## src/rtl/pipe_stage_reg.sv

```systemverilog
// pipe_stage_reg: generic pipeline stage register with a valid/ready
// handshake, a 2-entry skid buffer (main + skid) and a synchronous flush.
// The control bundle is forced to zero whenever the main entry is invalid.
// The data bundle is held, and only reset clears it.
// Optional macro PIPE_STAGE_PERF_EN adds saturating stall/bubble counters.
module pipe_stage_reg #(
    parameter int CTRL_W = 16,
    parameter int DATA_W = 143,
    parameter int CNT_W  = 16
) (
    input  logic              clock,
    input  logic              reset,
    input  logic              flush,
    input  logic              in_valid,
    output logic              in_ready,
    input  logic [CTRL_W-1:0] in_ctrl,
    input  logic [DATA_W-1:0] in_data,
    output logic              out_valid,
    input  logic              out_ready,
    output logic [CTRL_W-1:0] out_ctrl,
    output logic [DATA_W-1:0] out_data
`ifdef PIPE_STAGE_PERF_EN
    ,
    output logic [CNT_W-1:0]  stall_count,
    output logic [CNT_W-1:0]  bubble_count
`endif
);

    typedef enum logic [1:0] {
        ST_EMPTY = 2'd0,
        ST_ONE   = 2'd1,
        ST_FULL  = 2'd2
    } state_t;

    state_t              r_state;
    state_t              w_state_next;
    logic                r_out_valid;
    logic                r_in_ready;
    logic [CTRL_W-1:0]   r_main_ctrl;
    logic [DATA_W-1:0]   r_main_data;
    logic [CTRL_W-1:0]   r_skid_ctrl;
    logic [DATA_W-1:0]   r_skid_data;

    logic                w_accept;
    logic                w_drain;
    logic                w_main_load_in;
    logic                w_main_load_skid;
    logic                w_main_clear;
    logic                w_skid_load;

    assign w_accept = in_valid & r_in_ready;
    assign w_drain  = r_out_valid & out_ready;

    // Next-state and datapath load selection; flush overrides everything.
    always_comb begin
        w_state_next     = r_state;
        w_main_load_in   = 1'b0;
        w_main_load_skid = 1'b0;
        w_main_clear     = 1'b0;
        w_skid_load      = 1'b0;
        if (flush) begin
            w_state_next = ST_EMPTY;
            w_main_clear = 1'b1;
        end else begin
            case (r_state)
                ST_EMPTY: begin
                    if (w_accept) begin
                        w_state_next   = ST_ONE;
                        w_main_load_in = 1'b1;
                    end else begin
                        w_state_next = ST_EMPTY;
                    end
                end
                ST_ONE: begin
                    if (w_accept && w_drain) begin
                        w_state_next   = ST_ONE;
                        w_main_load_in = 1'b1;
                    end else if (w_accept) begin
                        w_state_next = ST_FULL;
                        w_skid_load  = 1'b1;
                    end else if (w_drain) begin
                        w_state_next = ST_EMPTY;
                        w_main_clear = 1'b1;
                    end else begin
                        w_state_next = ST_ONE;
                    end
                end
                ST_FULL: begin
                    if (w_drain) begin
                        w_state_next     = ST_ONE;
                        w_main_load_skid = 1'b1;
                    end else begin
                        w_state_next = ST_FULL;
                    end
                end
                default: begin
                    w_state_next = ST_EMPTY;
                    w_main_clear = 1'b1;
                end
            endcase
        end
    end

    // State register plus registered handshake outputs derived from next state.
    always_ff @(posedge clock or posedge reset) begin
        if (reset) begin
            r_state     <= ST_EMPTY;
            r_out_valid <= 1'b0;
            r_in_ready  <= 1'b1;
        end else begin
            r_state     <= w_state_next;
            r_out_valid <= (w_state_next != ST_EMPTY);
            r_in_ready  <= (w_state_next != ST_FULL);
        end
    end

    // Main entry: load from input or skid; an invalidated entry zeroes only ctrl.
    always_ff @(posedge clock or posedge reset) begin
        if (reset) begin
            r_main_ctrl <= {CTRL_W{1'b0}};
            r_main_data <= {DATA_W{1'b0}};
        end else if (w_main_load_in) begin
            r_main_ctrl <= in_ctrl;
            r_main_data <= in_data;
        end else if (w_main_load_skid) begin
            r_main_ctrl <= r_skid_ctrl;
            r_main_data <= r_skid_data;
        end else if (w_main_clear) begin
            r_main_ctrl <= {CTRL_W{1'b0}};
        end else begin
            r_main_ctrl <= r_main_ctrl;
        end
    end

    // Skid entry: captures the in-flight entry that arrives while main stalls.
    always_ff @(posedge clock or posedge reset) begin
        if (reset) begin
            r_skid_ctrl <= {CTRL_W{1'b0}};
            r_skid_data <= {DATA_W{1'b0}};
        end else if (w_skid_load) begin
            r_skid_ctrl <= in_ctrl;
            r_skid_data <= in_data;
        end else begin
            r_skid_ctrl <= r_skid_ctrl;
        end
    end

    assign in_ready  = r_in_ready;
    assign out_valid = r_out_valid;
    assign out_ctrl  = r_main_ctrl;
    assign out_data  = r_main_data;

`ifdef PIPE_STAGE_PERF_EN
    logic [CNT_W-1:0] r_stall_count;
    logic [CNT_W-1:0] r_bubble_count;

    // Saturating stall/bubble counters; only reset clears them.
    always_ff @(posedge clock or posedge reset) begin
        if (reset) begin
            r_stall_count  <= {CNT_W{1'b0}};
            r_bubble_count <= {CNT_W{1'b0}};
        end else begin
            if (r_out_valid && !out_ready && (r_stall_count != {CNT_W{1'b1}})) begin
                r_stall_count <= r_stall_count + {{(CNT_W-1){1'b0}}, 1'b1};
            end else begin
                r_stall_count <= r_stall_count;
            end
            if (!r_out_valid && out_ready && (r_bubble_count != {CNT_W{1'b1}})) begin
                r_bubble_count <= r_bubble_count + {{(CNT_W-1){1'b0}}, 1'b1};
            end else begin
                r_bubble_count <= r_bubble_count;
            end
        end
    end

    assign stall_count  = r_stall_count;
    assign bubble_count = r_bubble_count;
`endif

endmodule

```

## config.mk

```make
export PLATFORM = sky130hd
export DESIGN_NAME = pipe_stage_reg
export DESIGN_NICKNAME = d
export VERILOG_FILES = /design/src/rtl/pipe_stage_reg.sv
export SDC_FILE = /design/constraint.sdc
export NUM_CORES = 1
export LEC_CHECK = 0
export CAP_MARGIN = 20
export CORE_ASPECT_RATIO = 1.4
export CORE_MARGIN = 2
export CORE_UTILIZATION = 51
export CTS_BUF_LIST = sky130_fd_sc_hd__clkbuf_2
export CTS_CLUSTER_DIAMETER = 80
export DETAILED_ROUTE_END_ITERATION = 8
export GPL_ROUTABILITY_DRIVEN = 0
export HOLD_SLACK_MARGIN = 0.15
export PLACE_DENSITY_LB_ADDON = 0.25
export SYNTH_ARGS = -nofsm -noshare
export SYNTH_HDL_FRONTEND = slang
export SYNTH_SLANG_ARGS = --single-unit
```

## constraint.sdc

```tcl
create_clock -name clock -period 11.9 [get_ports clock]
set_input_delay 1.785 -clock clock [delete_from_list [all_inputs] [get_ports clock]]
set_output_delay 1.785 -clock clock [all_outputs]
set_load 0.01 [all_outputs]
```

# == Yosys cells after proc, flatten, opt, wreduce, memory -nomap -nowiden ==
# Cells that the tools add are included.
# totals
reg_bits,322
inputBits,164
output_inout_bits,161
word_cells,44
# op_classes
n_eq_ne,3
muxes,26
bitwise_logic,2
n_reduce_logical,6
# ops
operator,count
143-bit 2-to-1 mux,2
16-bit 2-to-1 mux,3
1-bit 2-to-1 mux,14
2-bit 2-to-1 mux,4
2-bit case mux with 3 select lines,1
1-bit case mux with 2 select lines,2
2-bit nonzero test,2
3-bit nonzero test,1
1-bit bitwise AND,2
"2-bit by 1-bit == test with 1-bit output, second input constant",1
"2-bit == test, second input constant",1
2-bit zero test,1
"2-bit inequality test, second input constant",1
2-bit OR reduction,1
1-bit logical AND,1

# == Logic depth before layout (Yosys ltp) ==
# Gate-level depths: netlist of run 1.
# logic_depth
ltp_word,9
mapped_depth,7
ltp_nobuf,3

# == Least setup slack after synthesis of run 1 ==
# Ideal clock, no wire load.
# synth_timing
kind,input to register
startpoint,in in_valid
endpoint,reg r_main_data[100] (netlist: out_data[100])
setup_ns,0.126
t_arrival_ns,2.860
required_time_ns,11.774
slack_ns,8.914
path_stages,6
path_buffers,3
path_cell_list,and4bb_4 > and2_1 > buf_6 > buf_6 > buf_6 > a221o_1
# synth_via
elab_chain_len,6
word_cells_on_any_way,8
cone_classes,mux: 5; bitwise: 1; reduce/logical: 2
# synth_lines
element,line_no,source
from (decl),14,"input logic in_valid,"
1-bit bitwise AND *,51,assign w_accept = in_valid & r_in_ready;
1-bit logical AND,75,if (w_accept && w_drain) begin
1-bit 2-to-1 mux,75,
1-bit case mux with 2 select lines *,65,case (r_state)
1-bit 2-to-1 mux *,61,if (flush) begin
143-bit 2-to-1 mux or 2-bit nonzero test (tied branches),n/a,
to (signal assigned),121,r_main_data <= {DATA_W{1'b0}};
to (signal assigned),124,r_main_data <= in_data;
to (signal assigned),127,r_main_data <= r_skid_data;
to (decl),40,logic [DATA_W-1:0] r_main_data;
# Every way passes the cells marked *; elsewhere a longest branch is shown, timed or not.
# A chain may end at the register's enable or synchronous reset.

# == Worst setup path after layout of run 1 ==
# layout_timing
startpoint,in flush
endpoint,reg r_main_data[75] (netlist: out_data[75])
# layout_via
elab_chain_len,2
word_cells_on_any_way,4
cone_classes,mux: 3; reduce/logical: 1
# layout_lines
element,line_no,source
from (decl),13,"input logic flush,"
1-bit 2-to-1 mux,61,
143-bit 2-to-1 mux or 2-bit nonzero test (tied branches),n/a,
# Parallel ways exist; a longest one is shown, timed or not.

==> metrics, run 1 <==
post-route insts no fill=1616; Worst Tran Pin Value=around 1.0 ns; max-cap violations=0; endpoints failing hold=0; status=finished, final reports clean; Die Height=194 µm; Post-synth EDFFs=0; CP Class=in -> reg; #FFs+latches synth=322; net count after synthesis=1075; Total GRT Usage=between 20 and 25%; static leakage=8.12 nW; pin count of the biggest net entering global routing=120; H-Tree Depth=3; Setup TNS=0 ns; met2 wire length=16.1 mm; Antenna Nets Post-Route=0; synthesized area=0.0132 mm²; Critical Path End Type=flop; Clock Latency Late Sink=approximately 0.85 ns; final slew viol count=0; Worst Clk Skew=just under 0.04 ns; synth unique cells=28; Port Buffers=approximately 320; syn_area_per_cell=14.5 µm²; RSZ-0062 raised after global routing=false; total wire length=33.3 mm; CTS buffer count=77; Nets=1400; total grt overflow=0; initial core utilization=51.9%; Fmax=~220 MHz; row count=69; Yosys warning count=0; share of cells above drive strength 1=23.0%; Post-Syn Instances=911; vias per cell=5.86; worst hold-check path type=reg -> reg; Cells after DPL=about 1.5k; DIE AREA=between 0.02 and 0.03 mm²; total clock sinks=322; core area=0.0254 mm²; CP startpoint kind=input pin; Top Layer Used=met4; Iter 0 DRT Violations=583; post-CTS resize count=0; peak supply drop=0.000108 V; Setup Fix Bufs, Post-CTS=0; Die X=140 µm; Worst EP arrival=about 5.3 ns; initial antenna violation count=2; Final Util=67.1%; WP data required=~13 ns; final worst-path cycle share=38.4%; Slew HR=31.2%; DR vias=9470; DR WL/cell=20.6 µm; final setup vio count=0; Synth-to-Final Area Change=29.3%; asr flop ratio synth=100%; Crit Path Max Fanout=85; CTS tree=done; post-synthesis sequential area ratio=between 60% and 70%; Remaining DRCs=0; met1 WL=roughly 14 mm; PD cells=181 mW/mm²; Min Clock Period, post-route=about 4.6 ns; drt first pass iters=5; first-pass GRT wire length=53.0 mm; Worst-path clk slew=0.09 ns; num ports=325; detailed-placement wirelength estimate=around 20 mm; vias in the first global route=9924; root buf cell=clkbuf_2; # hold bufs at CTS=0; CTS Buffer Depth=3; WL met3=3.00 mm; Top FF cell, synth=dfrtp_1
==> sequential cells by signal, indices dropped and copies added (netlist names) <==
name         count
out_valid        1
out_ctrl        16
r_state          2
r_skid_ctrl     16
out_data       143
in_ready         1
r_skid_data    143
==> Yosys cell counts (all sizes together) (2+ instances only) <==
master  number  share of area (%)
dfrtp      321                 61
nand3        2               0.11
buf         46                3.1
nand2        3              0.085
and3       160                7.6
a221o      159                 12
inv          2              0.057
clkbuf      43                1.2
mux2       159                 14
==> stage by stage <==
stage / power, mW / cell area (µm²) / hold slack (ns) / setup slack [ns]
final: 3.08 / 17000 / 0.503 / 7.33
after global routing: 3.26 / 17000 / 0.515 / 7.18
after CTS: 3.11 / 17000 / 0.505 / 7.43
after detailed placement: 2.42 / 16400 / 0.485 / 6.45
after global placement: 2.38 / 16400 / 0.478 / 6.54
after floorplan: 2.00 / 13200 / 0.471 / 1.20
==> power breakdown <==
part / internal (mW) / leakage (nW) / switching, mW
Combinational: 0.509 / 3.63 / 0.295
Sequential: 1.43 / 3.97 / 0.169
Clock: 0.249 / 0.520 / 0.431
==> area by class of cell <==
| type | count | area (µm²) |
|---|---|---|
| Inverter | 2 | 16.3 |
| Fill cell | 1905 | 8340 |
| Timing Repair Buffer | 335 | 3340 |
| Antenna cell | 3 | 7.51 |
| Clock inverter | 27 | 105 |
| Clock buffer | 110 | 551 |
| Multi-Input combinational cell | 498 | 4560 |
| Tap cell | 319 | 399 |
| Sequential cell | 322 | 8060 |
==> final timing paths <==
path                                  from               to  slack, ns  cells after the start
setup / recovery                     flush     out_data[75]       7.33                      6
hold / removal             r_skid_data[57]  r_skid_data[57]       0.50                      1
setup reg to reg                r_state[0]     out_data[75]       8.73                      5
hold reg to reg            r_skid_data[57]  r_skid_data[57]       0.50                      1
max in group asynchronous            reset      out_data[3]       8.29                      5
min in group asynchronous            reset      out_data[8]       1.51                      2
==> worst max-delay path, cell delays in order <==
cell and delay, ns:
clkdlybuf4s50_1 0.54, clkinv_2 0.69, a22oi_4 0.41, buf_4 0.60, buf_4 0.85, a221o_1 0.26
==> cell families (layout without fill, tap and decap cells) <==
group | after synthesis | count (layout) | synth area share (%)
compound gates | 167 | 167 | 12.7
flops | 322 | 322 | 61.1
buf+inv | 91 | 474 | 4.35
simple gates | 171 | 171 | 8.21
xor+xnor | 1 | 1 | 0.0665
other cells | 0 | 3 | 0
mux | 159 | 159 | 13.6
==> layer usage <==
metal / vias to the layer above / GRT usage, %
li1: 4220 / -
met1: 4816 / 30.9
met2: 389 / 38.2
met3: 45 / 8.50
met4: 0 / 8.04
met5: - / 0
==> placed cells by master (no fill, tap or decap), types with 3 or more instances in the layout <==
cell | Yosys | final
a221o_1 | 159 | 159
and3_1 | 160 | 160
buf_4 | 2 | 10
clkbuf_2 | 0 | 110
clkdlybuf4s50_1 | 0 | 324
clkinv_1 | 0 | 19
clkinv_2 | 0 | 4
dfrtp_1 | 321 | 321
diode_2 | 0 | 3
inv_2 | 0 | 5
mux2_2 | 159 | 159
nand2_1 | 3 | 3
(Power assumes the default switching activity.)
==> run 2: changes to the inputs <==
- clock period: 11.9 -> 4.2 ns (I/O delays scaled with it)
==> run 2 against run 1 <==
Net effect:
- clock-buffer cell count shrank 1
- design area grew 0.62%
- clock power grew to 2.8 times the previous value
- sequential cell count is the same
- cell count barely moved
- sequential power rose to 2.8 times the previous value
- wire length rose by 1.9%
- register-to-register slack worse by 6.8 ns
- die area is the same
- critical path depth fell by 5
- largest power group unchanged
==> metrics, run 2 (same netlist as run 1, synthesis figures left out) <==
final setup vio count=0 (unchanged); post-CTS resize count=0 (unchanged); row count=69 (unchanged); Nets=1407 (+0.50%); Antenna Nets Post-Route=0 (unchanged); endpoints failing hold=0 (unchanged); Crit Path Max Fanout=5 (-94%); vias in the first global route=10.1k (+2.2%); share of cells above drive strength 1=22.9% (-0.14 points); Design Power=8.71 mW (+180%); total grt overflow=0 (unchanged); RSZ-0062 raised after global routing=false; Net Sw Frac=29.0% (-0.044 points); vias per cell=5.95 (+1.6%); worst hold-check path type=in -> reg; drt first pass iters=4 (-1); Clock power frac=21.7% (-0.4 points); Worst Clk Skew=0.0509 ns (+0.0123 ns); part of the power in registers=52.0% (+0.2 points); Iter 0 DRT Violations=715 (+23%); WP data required=3.57 ns (-9.08 ns); DR vias=9624 (+1.6%); Internal=6.18 mW (+180%); initial antenna violation count=5 (+3); first-pass GRT wire length=55.3 mm (+4.3%); CTS buffer count=77 (unchanged); worst slack, placed=1.01 ns (-5.45 ns); CP cell instances=clkdlybuf4s50_1; CP startpoint kind=flop; DIE AREA=0.0272 mm² (unchanged); Critical-path top delay cell=dfstp_2; met1 WL=13.6 mm (+0.89%); buffer and inverter count on the worst path=1 (-3); final worst-path cycle share=between 60% and 70%; Critical Path End Type=primary output; initial core utilization=51.9% (unchanged); final instance area=0.0171 mm² (+0.62%); Worst Tran Pin Value=0.789 ns (-0.243 ns); Worst EP arrival=2.03 ns (-3.28 ns); CP top delay family=flip-flops; Slew HR=47.4% (+16 points); total wire length=34.0 mm (+1.9%); Placement Cell Area=0.0165 mm² (+0.71%); Setup crit start=in_ready; Die X=140 µm (unchanged); post-route insts no fill=1617 (+0.062%); Comb power frac=26.3% (+0.2 points); num ports=325 (unchanged); Total GRT Usage=25.1% (+1.0 points); peak supply drop=0.000351 V (+220%); final slew viol count=0 (unchanged); max-cap violations=0 (unchanged); Cells after DPL=1481 (+0.41%); core area=0.0254 mm² (unchanged); most frequent cells in the layout=clkdlybuf4s50_1 (324), dfrtp_1 (321), and3_1 (160), mux2_2 (159), a221o_1 (159); Remaining DRCs=0 (unchanged); status=finished, final reports clean; static leakage=8.14 nW (+0.28%); Fmax=roughly 380 MHz; Die Height=194 µm (unchanged); H-Tree Depth=3 (unchanged); Clock Latency Late Sink=0.85 ns (about the same); Top Layer Used=met4; CTS Buffer Depth=3 (unchanged); root buf cell=clkbuf_2; RR Startpoint=r_state[1]; CTS tree=done; PD cells=508 mW/mm² (+180%); Synth-to-Final Area Change=30.1%; WL met3=3.04 mm (+1.2%); hold wc startpoint=in_data[44]; total clock sinks=322 (unchanged); switching pwr=2.53 mW (+180%); Port Buffers=324 (unchanged); detailed-placement wirelength estimate=20.5 mm (+4.5%); max incr delay on CP=0.59 ns (-0.26 ns); CP Class=reg -> out; DR WL/cell=21.0 µm (+1.8%); pin count of the biggest net entering global routing=161 (+34%); met2 wire length=16.2 mm (about the same); Final Worst Setup Slack=1.54 ns (-5.79 ns); Min Clock Period, post-route=2.66 ns; Setup Fix Bufs, Post-CTS=0 (unchanged); commonest non-fill, non-tap cell in the layout=clkdlybuf4s50_1; Worst-path clk slew=0.11 ns (+0.02 ns)
[run 2: changes by cell type in the layout (fill, tap and decap cells not counted)]
cell and change:
buf_12 +5, inv_2 -5, clkinv_2 -2, diode_2 +2, buf_16 +1, clkbuf_2 -1, clkinvlp_4 +1, dlygate4sd3_1 +1
inv_8 -1
[run 2: cell type report]
type	count	area (µm²)
fillers	1930	8240
flip-flops and latches	322	8060
well taps	319	399
clock buffers	109	546
repair buffers	342	3480
inverters	2	12.5
multi-input cells	498	4560
clock inverters	20	76.3
diodes	5	12.5
[run 2: metrics by stage]
stage / utilization (%) / setup TNS, ns / hold slack [ns]
final: 67.5 / 0 / 0.413
after global routing: 67.5 / 0 / 0.308
after CTS: 67.4 / 0 / 0.311
after detailed placement: 64.9 / 0 / 0.485
after global placement: 64.9 / 0 / 0.478
after floorplan: - / -232.39 / 0.471
[run 2: worst paths after layout]
kind                                          to  cells after the start  slack [ns]
worst max-delay path                    in_ready                      1        1.54
worst min-delay path                out_data[44]                      2        0.41
worst max register to register  r_skid_data[129]                      4        1.91
worst min register to register  r_skid_data[127]                      1        0.50
max in group asynchronous           out_data[83]                      4        2.42
min in group asynchronous        r_skid_data[35]                      3        0.79
[run 2: worst reg2reg max path, stage by stage, from the launching register on]
cell      delay (ns)
dfrtp_1         0.49
and4bb_4        0.44
nand3_4         0.36
buf_12          0.37
mux2_2          0.49
[run 2: timing repair]
item / 4_1_cts / 5_1_grt
hold endpoints to repair: 4 / 0
setup endpoints to repair: 0 / 0
hold buffers: 1 / 0
[run 2: metal layers]
layer	global-route usage (%)	up-vias
li1	-	4238
met1	33.0	4914
met2	38.3	400
met3	8.25	72
met4	11.0	0
met5	0	-
[run 2: power by group through the flow]
stage                     Clock [mW]  Combinational (mW)  Sequential (mW)
after floorplan                    0                1.06             4.62
after global placement             0                2.24             4.53
after detailed placement           0                2.32             4.57
after CTS                       1.97                2.32             4.52
after global routing            2.15                2.46             4.64
final                           1.89                2.29             4.53
==> run 3: changes to the inputs <==
- CORE_UTILIZATION: 51 -> 46
- clock period: 4.2 -> 2.2 ns (I/O delays scaled with it)
==> run 3 against run 2 <==
Net effect:
- wire length increased by 9.5%
- largest cell class unchanged
- cell count increased by 14%
- clock-buffer cell count up 4
- sequential power increased by 91%
- critical endpoint is now out_data[43]
- setup slack got worse by 1.4 ns
- combinational power is 97% higher
- non-clock buffer count is 173 higher
- clock power is 92% higher
- register-to-register slack worse by 1.8 ns
- sequential cell count is the same
- clock skew up 0.0010 ns
==> metrics, run 3 (same netlist as run 1, synthesis figures left out) <==
status=finished, final reports clean; Worst Hold Slack=0.284 ns (-0.129 ns); endpoints failing hold=0 (unchanged); worst slack, placed=-0.0150 ns (-1.02 ns); Final Util=67.1% (-0.43 points); max incr delay on CP=0.54 ns (-0.05 ns); Worst Tran Pin Value=0.745 ns (-0.0433 ns); Iter 0 DRT Violations=651 (-9.0%); final instance area=0.0190 mm² (+11%); Worst R2R End=out_data[17]; root buf cell=clkbuf_2; worst hold-check path type=in -> reg; Crit. path cell count=1 (unchanged); Crit Path Max Fanout=2 (-3); DR WL/cell=20.2 µm (-3.8%); final slew viol count=0 (unchanged); WP data required=1.87 ns (-1.70 ns); Total GRT Usage=24.2% (-0.85 points); Worst EP arrival=1.77 ns (-0.26 ns); CTS buffer count=77 (unchanged); detailed-placement wirelength estimate=21.3 mm (+3.8%); final worst-path cycle share=95.7%; final setup vio count=0 (unchanged); CP Class=reg -> out; num ports=325 (unchanged); CP cell instances=clkdlybuf4s50_1; most frequent cells in the layout=dfrtp_1 (321), clkdlybuf4s50_1 (225), dlygate4sd3_1 (161), and3_1 (160); Comb power frac=26.9% (+0.6 points); H-Tree Depth=3 (unchanged); worst r2r path cells=4 (unchanged); CP top delay family=buffers and inverters; flop2flop setup slack=0.14 ns (-1.77 ns); Remaining DRCs=0 (unchanged); Worst Clk Skew=0.0519 ns (+0.00105 ns); buffer and inverter count on the worst path=1 (unchanged); Final Worst Setup Slack=0.0952 ns (-1.45 ns); commonest non-fill, non-tap cell in the layout=dfrtp_1; initial core utilization=46.6% (-5.4 points); DR vias=10.3k (+6.6%); CTS tree=done; pin count of the biggest net entering global routing=116 (-28%); post-route insts no fill=1839 (+14%); Cells after DPL=1549 (+4.6%); Port Buffers=324 (unchanged); Internal=11.9 mW (+92%); Setup TNS=0 ns (unchanged); critical path endpoint=out_data[43]; vias in the first global route=10.7k (+5.8%); first-pass GRT wire length=58.6 mm (+6.0%); Fmax=approximately 480 MHz; Die Height=204 µm (+5.2%); CP startpoint kind=flop; Seq. cell area=0.00806 mm² (unchanged); drt first pass iters=5 (+1); part of the power in registers=51.5% (-0.5 points); switching pwr=4.93 mW (+95%); Slew HR=50.3% (+2.9 points); filler cell count=2093 (+8.4%); Placement Cell Area=0.0167 mm² (+1.6%); Min Clock Period, post-route=2.10 ns; multi-input logic area=0.00456 mm² (unchanged); Setup crit start=out_data[43]; total clock sinks=322 (unchanged); Design Power=16.8 mW (+93%); share of cells above drive strength 1=21.4% (-1.5 points); max-cap violations=0 (unchanged); CTS Buffer Depth=3 (unchanged); Synth-to-Final Area Change=44.2%; Die X=147 µm (+5.1%); Clock Latency Late Sink=0.85 ns (about the same); initial antenna violation count=4 (-1); row count=73 (+5.8%); Clock power frac=21.6% (about the same); Nets=1580 (+12%); DIE AREA=0.0300 mm² (+11%); Worst-path clk slew=0.13 ns (+0.02 ns); Critical Path End Type=primary output; Net Sw Frac=29.4% (+0.35 points); PD cells=883 mW/mm² (+74%); Critical-path top delay cell=clkdlybuf4s50_1; vias per cell=5.58 (-6.3%); core area=0.0283 mm² (+12%); total grt overflow=0 (unchanged); total wire length=37.2 mm (+9.5%); RR Startpoint=r_state[0]; peak supply drop=0.000504 V (+43%); static leakage=9.57 nW (+18%); Antenna Nets Post-Route=0 (unchanged)
-- run 3: cell types whose count changed in the layout (fill, tap and decap cells not counted), moves of 4 or more --
| cell | before | now |
|---|---|---|
| buf_4 | 10 | 16 |
| dlygate4sd2_1 | 0 | 58 |
| clkbuf_2 | 109 | 113 |
| clkdlybuf4s50_1 | 324 | 225 |
| clkinv_1 | 19 | 9 |
| buf_12 | 6 | 14 |
| dlymetal6s2s_1 | 0 | 41 |
| dlygate4sd3_1 | 1 | 161 |
-- run 3: worst min-delay path by stage --
stage	cells after the start	start	slack, ns	end
after floorplan	1	flush	0.39	out_valid
after global placement	1	r_skid_data[15]	0.48	r_skid_data[15]
after detailed placement	1	r_skid_ctrl[13]	0.48	r_skid_ctrl[13]
after CTS	4	in_valid	0.17	in_ready
after global routing	3	out_ready	0.25	in_ready
final	4	in_valid	0.28	in_ready
-- run 3: layout make-up --
| type | instances | share of cell area [%] |
|---|---|---|
| antenna | 4 | 0.0527 |
| tap | 375 | 2.47 |
| clock inverter | 10 | 0.204 |
| multi-input combinational | 498 | 24.0 |
| inverter | 2 | 0.0658 |
| timing repair buffer | 515 | 27.8 |
| clock buffer | 113 | 2.98 |
| sequential | 322 | 42.4 |
-- run 3: routing by layer --
metal  global-route usage (%)  vias to the layer above  share of wire, %
met5                        0                        -                 0
li1                         -                     4586                 -
met1                     31.7                     5192                41
met4                     9.34                        0               2.8
met2                     39.0                      405                49
met3                     6.29                       75               7.3
-- run 3: power groups by stage --
stage          clock (mW)  sequential [mW]  combinational, mW
2_1_floorplan           0             8.81               2.03
3_3_place_gp            0             8.64               4.35
3_5_place_dp            0             8.71               4.47
4_1_cts              3.78             8.60               4.56
5_1_grt              4.10             8.83               4.83
6_report             3.63             8.64               4.52
-- run 3: what timing repair did --
action                                  CTS  global route
hold buffers                            161             0
endpoints found under the hold margin   507             0
endpoints found under the setup margin   58            42
resized for setup                        58            41
pin swaps                                 0             0
setup buffers                             0             2
